## config.mk

```make
export PLATFORM = sky130hd
export DESIGN_NAME = neuron_driver
export DESIGN_NICKNAME = d
export VERILOG_FILES = /design/src/rtl/neuron_pkg.sv /design/src/rtl/neuron_driver.sv
export SDC_FILE = /design/constraint.sdc
export NUM_CORES = 1
export LEC_CHECK = 0
export CAP_MARGIN = 40
export CORE_MARGIN = 8
export CORE_UTILIZATION = 40
export DETAILED_ROUTE_END_ITERATION = 6
export PLACE_DENSITY = 0.84
export SYNTH_ARGS = -nofsm -noshare
export SYNTH_HDL_FRONTEND = slang
export SYNTH_SLANG_ARGS = --single-unit
export TNS_END_PERCENT = 100
```

## constraint.sdc

```tcl
create_clock -name clk -period 3 [get_ports clk]
set_input_delay 0.45 -clock clk [delete_from_list [all_inputs] [get_ports clk]]
set_output_delay 0.45 -clock clk [all_outputs]
set_load 0.05 [all_outputs]
```

## src/rtl/neuron_pkg.sv

```systemverilog
// Shared definitions for the neuron accumulate interface: FP word layout,
// exception encodings and the driver state enumeration.
package neuron_pkg;

    // 14-bit word: {exc[1:0], sign, exp[4:0], frac[5:0]}
    localparam int FP_BITWIDTH = 12;
    localparam int FP_BW       = FP_BITWIDTH + 2 - 1;
    localparam int FP_W        = FP_BW + 1;
    localparam int FP_EXP_W    = 5;
    localparam int FP_FRAC_W   = 6;
    localparam int FP_EXP_BIAS = 15;

    localparam logic [FP_BW:0] FP_ZERO = '0;

    typedef enum logic [1:0] {
        EXC_ZERO   = 2'b00,
        EXC_NORMAL = 2'b01,
        EXC_INF    = 2'b10,
        EXC_NAN    = 2'b11
    } fp_exc_t;

    typedef enum logic [2:0] {
        ST_IDLE  = 3'd0,
        ST_CLEAR = 3'd1,
        ST_RUN   = 3'd2,
        ST_WAIT  = 3'd3,
        ST_HOLD  = 3'd4
    } drv_state_t;

    // Exception field of an FP word.
    function automatic fp_exc_t fp_exc(input logic [FP_BW:0] w);
        return fp_exc_t'(w[FP_BW -: 2]);
    endfunction

endpackage

```

## src/rtl/neuron_driver.sv

```systemverilog
// Sequencer for one dot-product pass through a neuron MAC: fetches
// weight/data pairs from two synchronous-read buffers, streams them into the
// neuron, then captures the final accumulator and offers it on a
// valid/ready result port. The driver performs no arithmetic.
module neuron_driver
    import neuron_pkg::*;
#(
    parameter int BITWIDTH = 12,
    parameter int BW       = BITWIDTH + 2 - 1,
    parameter int MAX_LEN  = 256,
    parameter int AW       = $clog2(MAX_LEN)
) (
    input  logic          clk,
    input  logic          rst,
    input  logic          start,
    input  logic [AW:0]   len,
    output logic          busy,
    output logic          w_rd,
    output logic [AW-1:0] w_addr,
    input  logic [BW:0]   w_rdata,
    output logic          d_rd,
    output logic [AW-1:0] d_addr,
    input  logic [BW:0]   d_rdata,
    output logic          n_clear,
    output logic          n_en,
    output logic [BW:0]   n_weight,
    output logic [BW:0]   n_data,
    input  logic [BW:0]   n_accum,
    output logic          res_valid,
    input  logic          res_ready,
    output logic [BW:0]   res_data
);

    localparam logic [AW:0] LEN_MAX = (AW + 1)'(MAX_LEN);

    drv_state_t    state_q;
    logic [AW:0]   len_q;
    logic [AW:0]   idx_q;
    logic [AW-1:0] addr_q;
    logic          busy_q;
    logic          rd_q;
    logic          issue_v_q;
    logic          n_clear_q;
    logic          res_valid_q;
    logic [BW:0]   res_data_q;

    // An out-of-range length would wrap the buffer address, so it is
    // limited to the buffer depth when latched.
    logic [AW:0]   len_d;
    logic          more_d;

    assign len_d  = (len > LEN_MAX) ? LEN_MAX : len;
    assign more_d = (idx_q < len_q);

    // Pass sequencer: state, read issue, clear pulse and result capture.
    always_ff @(posedge clk) begin
        if (!rst) begin
            state_q     <= ST_IDLE;
            len_q       <= '0;
            idx_q       <= '0;
            addr_q      <= '0;
            busy_q      <= 1'b0;
            rd_q        <= 1'b0;
            issue_v_q   <= 1'b0;
            n_clear_q   <= 1'b0;
            res_valid_q <= 1'b0;
            res_data_q  <= '0;
        end else begin
            // Single-cycle strobes default low; issue_v trails the read
            // strobe by the buffer's one-cycle read latency.
            n_clear_q <= 1'b0;
            rd_q      <= 1'b0;
            issue_v_q <= rd_q;

            case (state_q)
                ST_IDLE: begin
                    if (start) begin
                        len_q     <= len_d;
                        busy_q    <= 1'b1;
                        n_clear_q <= 1'b1;
                        state_q   <= ST_CLEAR;
                        // The first read goes out alongside the clear.
                        if (len_d != '0) begin
                            rd_q   <= 1'b1;
                            addr_q <= '0;
                            idx_q  <= (AW + 1)'(1);
                        end else begin
                            idx_q  <= '0;
                        end
                    end
                end

                ST_CLEAR: begin
                    if (more_d) begin
                        rd_q   <= 1'b1;
                        addr_q <= idx_q[AW-1:0];
                        idx_q  <= idx_q + 1'b1;
                    end
                    state_q <= (len_q != '0) ? ST_RUN : ST_WAIT;
                end

                ST_RUN: begin
                    if (more_d) begin
                        rd_q   <= 1'b1;
                        addr_q <= idx_q[AW-1:0];
                        idx_q  <= idx_q + 1'b1;
                    end
                    // Current cycle carries the last term when data is being
                    // presented and no further read is in flight.
                    if (issue_v_q && !rd_q) begin
                        state_q <= ST_WAIT;
                    end
                end

                ST_WAIT: begin
                    // Neuron accum is registered, so the last term is
                    // reflected here, one cycle after the final n_en.
                    res_data_q  <= n_accum;
                    res_valid_q <= 1'b1;
                    state_q     <= ST_HOLD;
                end

                ST_HOLD: begin
                    if (res_ready) begin
                        res_valid_q <= 1'b0;
                        busy_q      <= 1'b0;
                        state_q     <= ST_IDLE;
                    end
                end

                default: begin
                    state_q <= ST_IDLE;
                end
            endcase
        end
    end

    assign busy      = busy_q;
    assign w_rd      = rd_q;
    assign d_rd      = rd_q;
    assign w_addr    = addr_q;
    assign d_addr    = addr_q;
    assign n_clear   = n_clear_q;
    assign n_en      = issue_v_q;
    // Buffer words pass straight through only while they are valid terms.
    assign n_weight  = issue_v_q ? w_rdata : '0;
    assign n_data    = issue_v_q ? d_rdata : '0;
    assign res_valid = res_valid_q;
    assign res_data  = res_data_q;

endmodule

```

Word level (Yosys, flattened, before mapping)
Index checks and enable logic that the tools add are counted.
{"block": "word_totals", "ff_bits": 48, "output_inout_bits": 64, "word_cells": 63}
{"block": "op_classes", "addsub": 1, "magnitude_cmp": 2, "n_eq_ne": 9, "mux": 25, "reduce_logical": 16}
{"op": "2-to-1 mux 14 bit", "n": 2}
{"op": "2-to-1 mux 9 bit", "n": 3}
{"op": "2-to-1 mux 8 bit", "n": 3}
{"op": "one-hot mux 9 bit (2 select lines)", "n": 1}
{"op": "nonzero test 9 bit", "n": 2}
{"op": "one-hot mux 8 bit (2 select lines)", "n": 1}
{"op": "one-hot mux 3 bit (5 select lines)", "n": 1}
{"op": "adder 9 x 1 -> 9 bit, second input constant", "n": 1}
{"op": "greater-than comparator 9 bit, second input constant", "n": 1}
{"op": "less-than comparator 9 bit", "n": 1}
{"op": "2-to-1 mux 3 bit", "n": 3}
{"op": "AND reduction 3 bit", "n": 3}
{"op": "2-to-1 mux 1 bit", "n": 8}
{"op": "!= test 2 bit, second input constant", "n": 4}
{"op": "== test 3 x 2 -> 1 bit, second input constant", "n": 2}
{"op": "one-hot mux 1 bit (2 select lines)", "n": 3}
{"op": "AND reduction 2 bit", "n": 3}
{"op": "nonzero test 2 bit", "n": 3}
{"op": "AND reduction 4 bit", "n": 1}
{"op": "== test 3 x 1 -> 1 bit, second input constant", "n": 1}
{"op": "== test 3 bit, second input constant", "n": 1}
{"op": "zero test 3 bit", "n": 1}
{"op": "!= test 2 x 1 -> 1 bit, second input constant", "n": 1}
{"op": "OR reduction 2 bit", "n": 1}
{"op": "2 further kinds", "n": 2}

Longest topological paths before layout
Gate-level depths: netlist of the first run.
{"block": "depth", "word_depth": 6, "mapped_depth": 8, "mapped_depth_nobuf": 8}

Worst setup path before layout of the first run
No wires, ideal clock.
{"block": "synth_timing", "path_kind": "register to register", "from": "register len_q[8]", "to": "register idx_q[7]", "setup_time_ps": 70, "t_arrival_ps": 2257, "t_required_ps": 2930, "setup_slack_ps": 673, "path_stages_with_launch": 9, "n_path_buf": 0, "period_less_slack_ps": 2327, "path_cell_list": "dfxtp_1 inv_1 ha_1 and4_1 a2111oi_4 o21bai_2 a2111oi_4 or4b_1 a21oi_1"}
{"block": "synth_via", "elab_chain_len": 3}
{"item": "start, declared", "line": "neuron_driver.sv:37", "text": "logic [AW:0] len_q;"}
{"item": "start signal, assigned", "line": "neuron_driver.sv:78", "text": "len_q <= len_d;"}
{"item": "less-than comparator 9 bit", "line": "neuron_driver.sv:53", "text": "assign more_d = (idx_q < len_q);"}
{"item": "!= test 2 x 1 -> 1 bit (no line)"}
{"item": "AND reduction 3 bit (no line)"}
{"item": "end signal, assigned", "line": "neuron_driver.sv:86", "text": "idx_q <= (AW + 1)'(1);"}
{"item": "end signal, assigned", "line": "neuron_driver.sv:97", "text": "idx_q <= idx_q + 1'b1;"}
{"item": "end signal, assigned", "line": "neuron_driver.sv:106", "text": "idx_q <= idx_q + 1'b1;"}
{"item": "end, declared", "line": "neuron_driver.sv:38", "text": "logic [AW:0] idx_q;"}
No other way between the ends.
A chain may end at the register's enable or synchronous reset.

Worst setup path after layout of the first run
{"block": "layout_timing", "from": "register idx_q[2]", "to": "register idx_q[7]"}
{"block": "layout_via", "elab_chain_len": 3, "elab_cells_between_ends": 6}
{"item": "adder 9 x 1 -> 9 bit / less-than comparator 9 bit (equally long branches)", "line": "neuron_driver.sv:97, neuron_driver.sv:106, neuron_driver.sv:53"}
{"item": "2-to-1 mux 9 bit / != test 2 x 1 -> 1 bit (equally long branches)"}
{"item": "one-hot mux 9 bit (2 select lines) / AND reduction 3 bit (equally long branches)"}
Parallel ways exist; a longest one is shown, timed or not. The select of a mux whose other input is x is not followed.

==> results of run 1 <==
state kept, by name, summed over array words and instances (netlist names), 3 cells and up:
name / count
res_data: 14
len_q: 9
state_q: 3
idx_q: 9
d_addr: 8
layout make-up:
cell class                 count  area share, %
multi-input combinational    208           34.6
timing repair buffer         122           33.0
sequential                    48           26.2
tap                           75           2.56
clock buffer                   5           1.88
inverter                      13           1.33
clock inverter                 3          0.512
worst reg2reg max path, stage by stage, from the launching register on:
cell	delay [ns]
dfxtp_1	0.51
ha_1	0.31
a21o_1	0.16
a31oi_1	0.14
o21ai_0	0.28
a2111oi_4	0.48
or4b_1	0.47
a21oi_1	0.18
layer usage:
| layer | part of all wire (%) | wire length (um) | track usage [%] | vias to the layer above |
|---|---|---|---|---|
| li1 | - | - | - | 1182 |
| met1 | 41 | 3090 | 17.5 | 1136 |
| met2 | 49 | 3680 | 30.3 | 89 |
| met3 | 8.2 | 616 | 4.89 | 11 |
| met4 | 1.3 | 100 | 4.36 | 0 |
| met5 | 0 | 0 | 0 | - |
Yosys cell counts, types with 2 or more instances:
library cell  instances
nand2_1              57
dfxtp_1              48
and2_1               32
a21oi_1              29
inv_1                13
nor2_1               12
o21ai_0              12
clkbuf_1             11
buf_4                10
ha_1                  9
mux2i_1               7
nand2b_1              5
nor3_1                5
nand3_1               4
a21o_1                3
nand3b_1              3
nor4_1                3
a2111oi_4             2
a211oi_1              2
a31oi_1               2
and4_1                2
nand4_1               2
nor2b_1               2
xnor2_1               2
cell usage in the layout (no fill, tap or decap), types with 2 or more instances in the layout:
cell type / count
a2111oi_4: 2
a211oi_1: 2
a21o_1: 3
a21oi_1: 29
a31oi_1: 2
and2_1: 32
and4_1: 2
buf_4: 3
clkbuf_8: 5
clkdlybuf4s50_1: 118
clkinv_2: 2
dfxtp_1: 48
ha_1: 9
inv_1: 13
mux2i_1: 7
nand2_1: 57
nand2b_1: 5
nand3_1: 4
nand3b_1: 3
nand4_1: 2
nor2_1: 12
nor2b_1: 2
nor3_1: 5
nor4_1: 3
o21ai_0: 12
xnor2_1: 2
power groups by stage:
stage | logic, uW | clock network, uW | registers, uW
2_1_floorplan | 452 | 0 | 799
3_3_place_gp | 722 | 0 | 754
3_5_place_dp | 740 | 0 | 757
4_1_cts | 741 | 395 | 742
5_1_grt | 785 | 423 | 750
6_report | 738 | 390 | 742
cell families (layout without fill, tap and decap cells):
| group | after synthesis | count (layout) | synth area share (%) |
|---|---|---|---|
| AND/OR/NAND/NOR | 132 | 132 | 27.3 |
| AO/OA/AOI/OAI | 57 | 57 | 15.8 |
| flip-flops | 48 | 48 | 39.9 |
| buffers and inverters | 36 | 143 | 7.48 |
| adder cells (fa/ha/maj) | 9 | 9 | 4.68 |
| multiplexers | 7 | 7 | 2.91 |
| XOR/XNOR | 3 | 3 | 1.87 |
through the flow:
stage / instances / setup slack (ns)
floorplan: 292 / 0.673
global placement: 464 / 0.442
detailed placement: 466 / 0.457
CTS: 474 / 0.384
global route: 474 / 0.247
finish: 474 / 0.392
how the worst max path moves through the flow:
stage	startpoint	endpoint	slack (ns)	cells past startpoint
after floorplan	len_q[8]	idx_q[7]	0.67	8
after CTS	n_en	n_weight[10]	0.38	2
after detailed placement	idx_q[2]	idx_q[7]	0.46	7
after global placement	len[3]	d_addr[7]	0.44	5
final	idx_q[2]	idx_q[7]	0.39	7
after global routing	idx_q[2]	idx_q[7]	0.25	7
==> metrics, run 1 <==
Reg2Reg Capture Point=idx_q[7]; Max Clk Rate=383 MHz; register area=961 sq um; DR pass1 iterations=4; CP Max Fanout=8; crit-path max cell delay=0.51 ns; # setup viols final=0; Final Hold Fails=0; overall routing resource usage=around 16%; GPL Wtd Cong=0.849; CTS tree=yes; Hold Crit Depth=2; Post-Syn Nets=356; R2R Setup Slk=0.39 ns; number of flops mapped to enable cells by yosys=0; fill count=505; Final Power=1870 uW; first-pass GRT wire length=11600 um; Die Y=93.6 um; leakage power=0.00133 uW; overall routed net length=7480 um; vias per cell=5.10; Area growth syn-to-layout=52.3%; hold worst-path end=res_data[3]; pwr dens=510 mW/mm^2; number of hold buffers added after CTS=0; TritonCTS Buffers=5; post-layout instance area=0.00367 sq mm; status=complete, no violations; Core ar.=0.00589 sq mm; Int Pwr=around 1100 uW; Worst Setup End Kind=register; crit path buf inv count=0; Seq/Total Area, Yosys=roughly 40%; number of global-route vias before repair=approximately 2400; worst hold path type=reg -> reg; Synth Instances=just under 300; layout cells sized above 1=4.76%; Sw Ratio=39.0%; root buf cell=clkbuf_8; Setup CP Type=reg -> reg; Post-CTS Setup Bufs=0; Final Core Density=62.3%; Comb power frac=39.5%; synth top area cells=dfxtp_1 40%, nand2_1 8.9%, and2_1 8.3%, a21oi_1 6.0%, ha_1 4.7%; reg2reg path depth=7; clock skew=0.0110 ns; Mapped Area=0.00241 sq mm; largest net degree at the start of global routing=31; IO Pins=roughly 120; Final ANT Viol Nets=0; setup TNS=0 ns; H-tree lvl count=2; Netlist cell types=39; area of the multi-input gates=0.00127 sq mm; top cell type's share of synthesized area=about two fifths; Async SR Flop Fraction=0%; Yosys reg bits=48; hold_ws=0.459 ns; 1st-iter DRT viols=between 100 and 150; initial antenna violation count=0; Wirelength per Cell=15.8 um; top_reg_cell synth=dfxtp_1; Worst-Margin Slew=~0.76 ns; drt drc=0; Rows=28; Max Cap Viol=0; WP data arrival=2.83 ns; largest delay contributor family on the critical path=compound AO/OA/AOI/OAI gates; Clk pwr share=20.9%; worst-skew pair later-pin latency=0.30 ns; Die W=93.6 um; CTS resizes=0; dominant cell type by area after synthesis=dfxtp_1; peak supply drop=~0.26 mV; slowest cell on the critical path=dfxtp_1; CTS clk-pin slew, worst paths=about 0.090 ns; sw power=730 uW; Cell Area, Placed=0.00358 sq mm; DR vias=2418; fin nets=about 460; Avg Cell Area, Syn=8.25 sq um; Initial Util=approximately 40%; Tcrit/Tclk final=86.9%; die area=0.00876 sq mm; clk sink count=48; Critical Path RT=3.22 ns; Flop pwr share=between 30 and 40%; CP startpoint kind=register; minimum clock period=2.61 ns; RSZ-0062 raised after global routing=false; worst r2r src=idx_q[2]; CP cell instances=ha_1 > a21o_1 > a31oi_1 > o21ai_0 > a2111oi_4 > or4b_1 > a21oi_1; grt ovf=0; detailed placement HPWL=6070 um; slew margin rel.=approximately half; clk buf depth=2; antenna cells=0; port bufs=118; max-slew violation count=0; min-delay src=res_data[3]; Yosys Warn Count=0
Note: power is estimated with default switching activity, not from simulation.
==> run 2, diff against run 1 <==
--- a/config.mk
+++ b/config.mk
@@ -5,9 +5,10 @@
 export SDC_FILE = /design/constraint.sdc
 export NUM_CORES = 1
 export LEC_CHECK = 0
+export ABC_AREA = 1
 export CAP_MARGIN = 40
 export CORE_MARGIN = 8
-export CORE_UTILIZATION = 40
+export CORE_UTILIZATION = 42
 export DETAILED_ROUTE_END_ITERATION = 6
 export PLACE_DENSITY = 0.84
 export SYNTH_ARGS = -nofsm -noshare
==> run 2 against run 1 <==
Clock skew is 0.0022 ns lower; combinational power is 140% higher; maximum frequency is 10% higher; utilization is 0.56 points higher; register-to-register slack better by 0.47 ns; global-route usage is 0.35 points higher; critical path depth is 3 lower; critical endpoint is now n_weight[12]; largest power group is now combinational cells.
==> metrics, run 2 <==
fin nets=567; most instantiated library cell after synthesis=nand2_1; R2R Setup Slk=about 0.86 ns; Async SR Flop Fraction=0%; CTS tree=yes; CP cell instances=buf_4 > nand2_1 > inv_1 > clkdlybuf4s50_1; IO Pins=119; Netlist cell types=30; Rows=29; worst-skew pair later-pin latency=approximately 0.31 ns; leakage power=0.00185 uW; dpl cells=573; grt ovf=0; top cell type's share of synthesized area=around 36%; clock skew=0.00882 ns; port bufs=118; worst setup margin=0.637 ns; Max Clk Rate=423 MHz; # setup viols final=0; Wirelength per Cell=13.6 um; minimum clock period=2.36 ns; Worst-Margin Slew=around 0.53 ns; RSZ-0062 raised after global routing=false; Final Power=3050 uW; most common cell after layout, fill and taps aside=clkdlybuf4s50_1; Post-CTS Setup Bufs=0; DR WL met2=around 3900 um; CTS clk-pin slew, worst paths=0.09 ns; detailed placement HPWL=between 6000 and 7000 um; Avg Cell Area, Syn=6.75 sq um; Setup CP Type=reg -> out; crit-path max cell delay=0.81 ns; setup TNS=0 ns; Mapped Area=approximately 0.0027 sq mm; Final Hold Fails=0; status=complete, no violations; clk sink count=between 40 and 50; peak supply drop=0.525 mV; antenna cells=0; Post-Syn Nets=~460; root buf cell=clkbuf_8; top_reg_cell synth=dfxtp_1; number of global-route vias before repair=2700; die area=0.00919 sq mm; Seq/Total Area, Yosys=35.9%; Yosys Warn Count=0; Initial Util=42.7%; DP Worst Slack=just under 0.7 ns; Yosys reg bits=48; pwr dens=773 mW/mm^2; WP data arrival=1.91 ns; synth top area cells=dfxtp_1 36%, nand2_1 12%, inv_1 9.8%, nor2_1 8.7%, ha_1 4.2%; drt drc=0; Worst Setup End Kind=output port; worst hold path type=reg -> reg; CP Max Fanout=29; Critical Path RT=between 2 and 3 ns; Tcrit/Tclk final=78.8%; Non-Filler Instances=581; Area growth syn-to-layout=47.3%; DR top layer=met4; overall routed net length=between 7000 and 8000 um; vias per cell=4.77; CP startpoint kind=register; first-pass GRT wire length=12300 um; H-tree lvl count=2; GPL Wtd Cong=0.813; DR pass1 iterations=4; wl on met1=3220 um; overall routing resource usage=between 10% and 20%; slowest cell on the critical path=clkdlybuf4s50_1; Max Cap Viol=0; number of hold buffers added after CTS=0; TritonCTS Buffers=5; CTS resizes=0; Post-synth top cells=85 x nand2_1, 70 x inv_1, 62 x nor2_1; Final ANT Viol Nets=0; max-slew violation count=0; layout cells sized above 1=7.94%; Synth Instances=397; met3 wire len=660 um; 1st-iter DRT viols=122; Die Y=around 96 um; slew margin rel.=64.9%; largest net degree at the start of global routing=30; Core ar.=0.00628 sq mm; initial antenna violation count=0; dominant cell type by area after synthesis=dfxtp_1; max reg flops=14; DR vias=2769; number of flops mapped to enable cells by yosys=0; Die W=95.9 um; clk buf depth=2; most frequent cells in the layout=118 x clkdlybuf4s50_1, 85 x nand2_1, 70 x inv_1
run 2: worst paths after layout:
check,startpoint,end,cells after the start
worst min-delay path,res_valid,res_valid,2
worst max register to register,idx_q[2],idx_q[8],11
worst max-delay path,n_en,n_weight[12],4
worst min register to register,res_valid,res_valid,2
run 2: area by class of cell:
type	instances	area (sq um)
Clock buffer	5	68.8
Clock inverter	3	42.5
Fill cell	540	2330
Inverter	77	292
Multi-Input combinational cell	251	1290
Sequential cell	48	961
Tap cell	77	96.3
Timing Repair Buffer	120	1200
run 2: cells by family after synthesis:
group	after synthesis	share of synthesized area (%)
XOR/XNOR	3	0.981
AO/OA/AOI/OAI	39	8.17
flip-flops	48	35.9
adder cells (fa/ha/maj)	9	4.20
buffers and inverters	98	16.0
AND/OR/NAND/NOR	200	34.8
run 2: metal layers:
| metal | up-vias | track usage [%] |
|---|---|---|
| met5 | - | 0 |
| met4 | 0 | 4.87 |
| met3 | 12 | 3.90 |
| met2 | 109 | 31.6 |
| met1 | 1236 | 17.9 |
| li1 | 1412 | - |
run 2: per-stage QoR:
| stage | util, % | area (sq um) | hold WS, ns |
|---|---|---|---|
| 3_5_place_dp | 61.1 | 3830 | 0.454 |
| 6_report | 62.9 | 3950 | 0.470 |
| 2_1_floorplan | - | 2680 | 0.463 |
| 3_3_place_gp | 61.1 | 3830 | 0.450 |
| 4_1_cts | 62.9 | 3950 | 0.468 |
| 5_1_grt | 62.9 | 3950 | 0.491 |
run 2: worst max-delay path: cells and delay by family (launching register included):
kind          cells  cell delay, ns
flops             1            0.34
buf+inv           3            1.16
simple gates      1            0.09
run 2: report_power, final:
part	total [uW]	leakage, uW	switching, uW	internal, uW
Sequential	845	0.000391	88.1	757
Combinational	1740	0.00140	1170	565
Clock	469	0.0000541	222	247
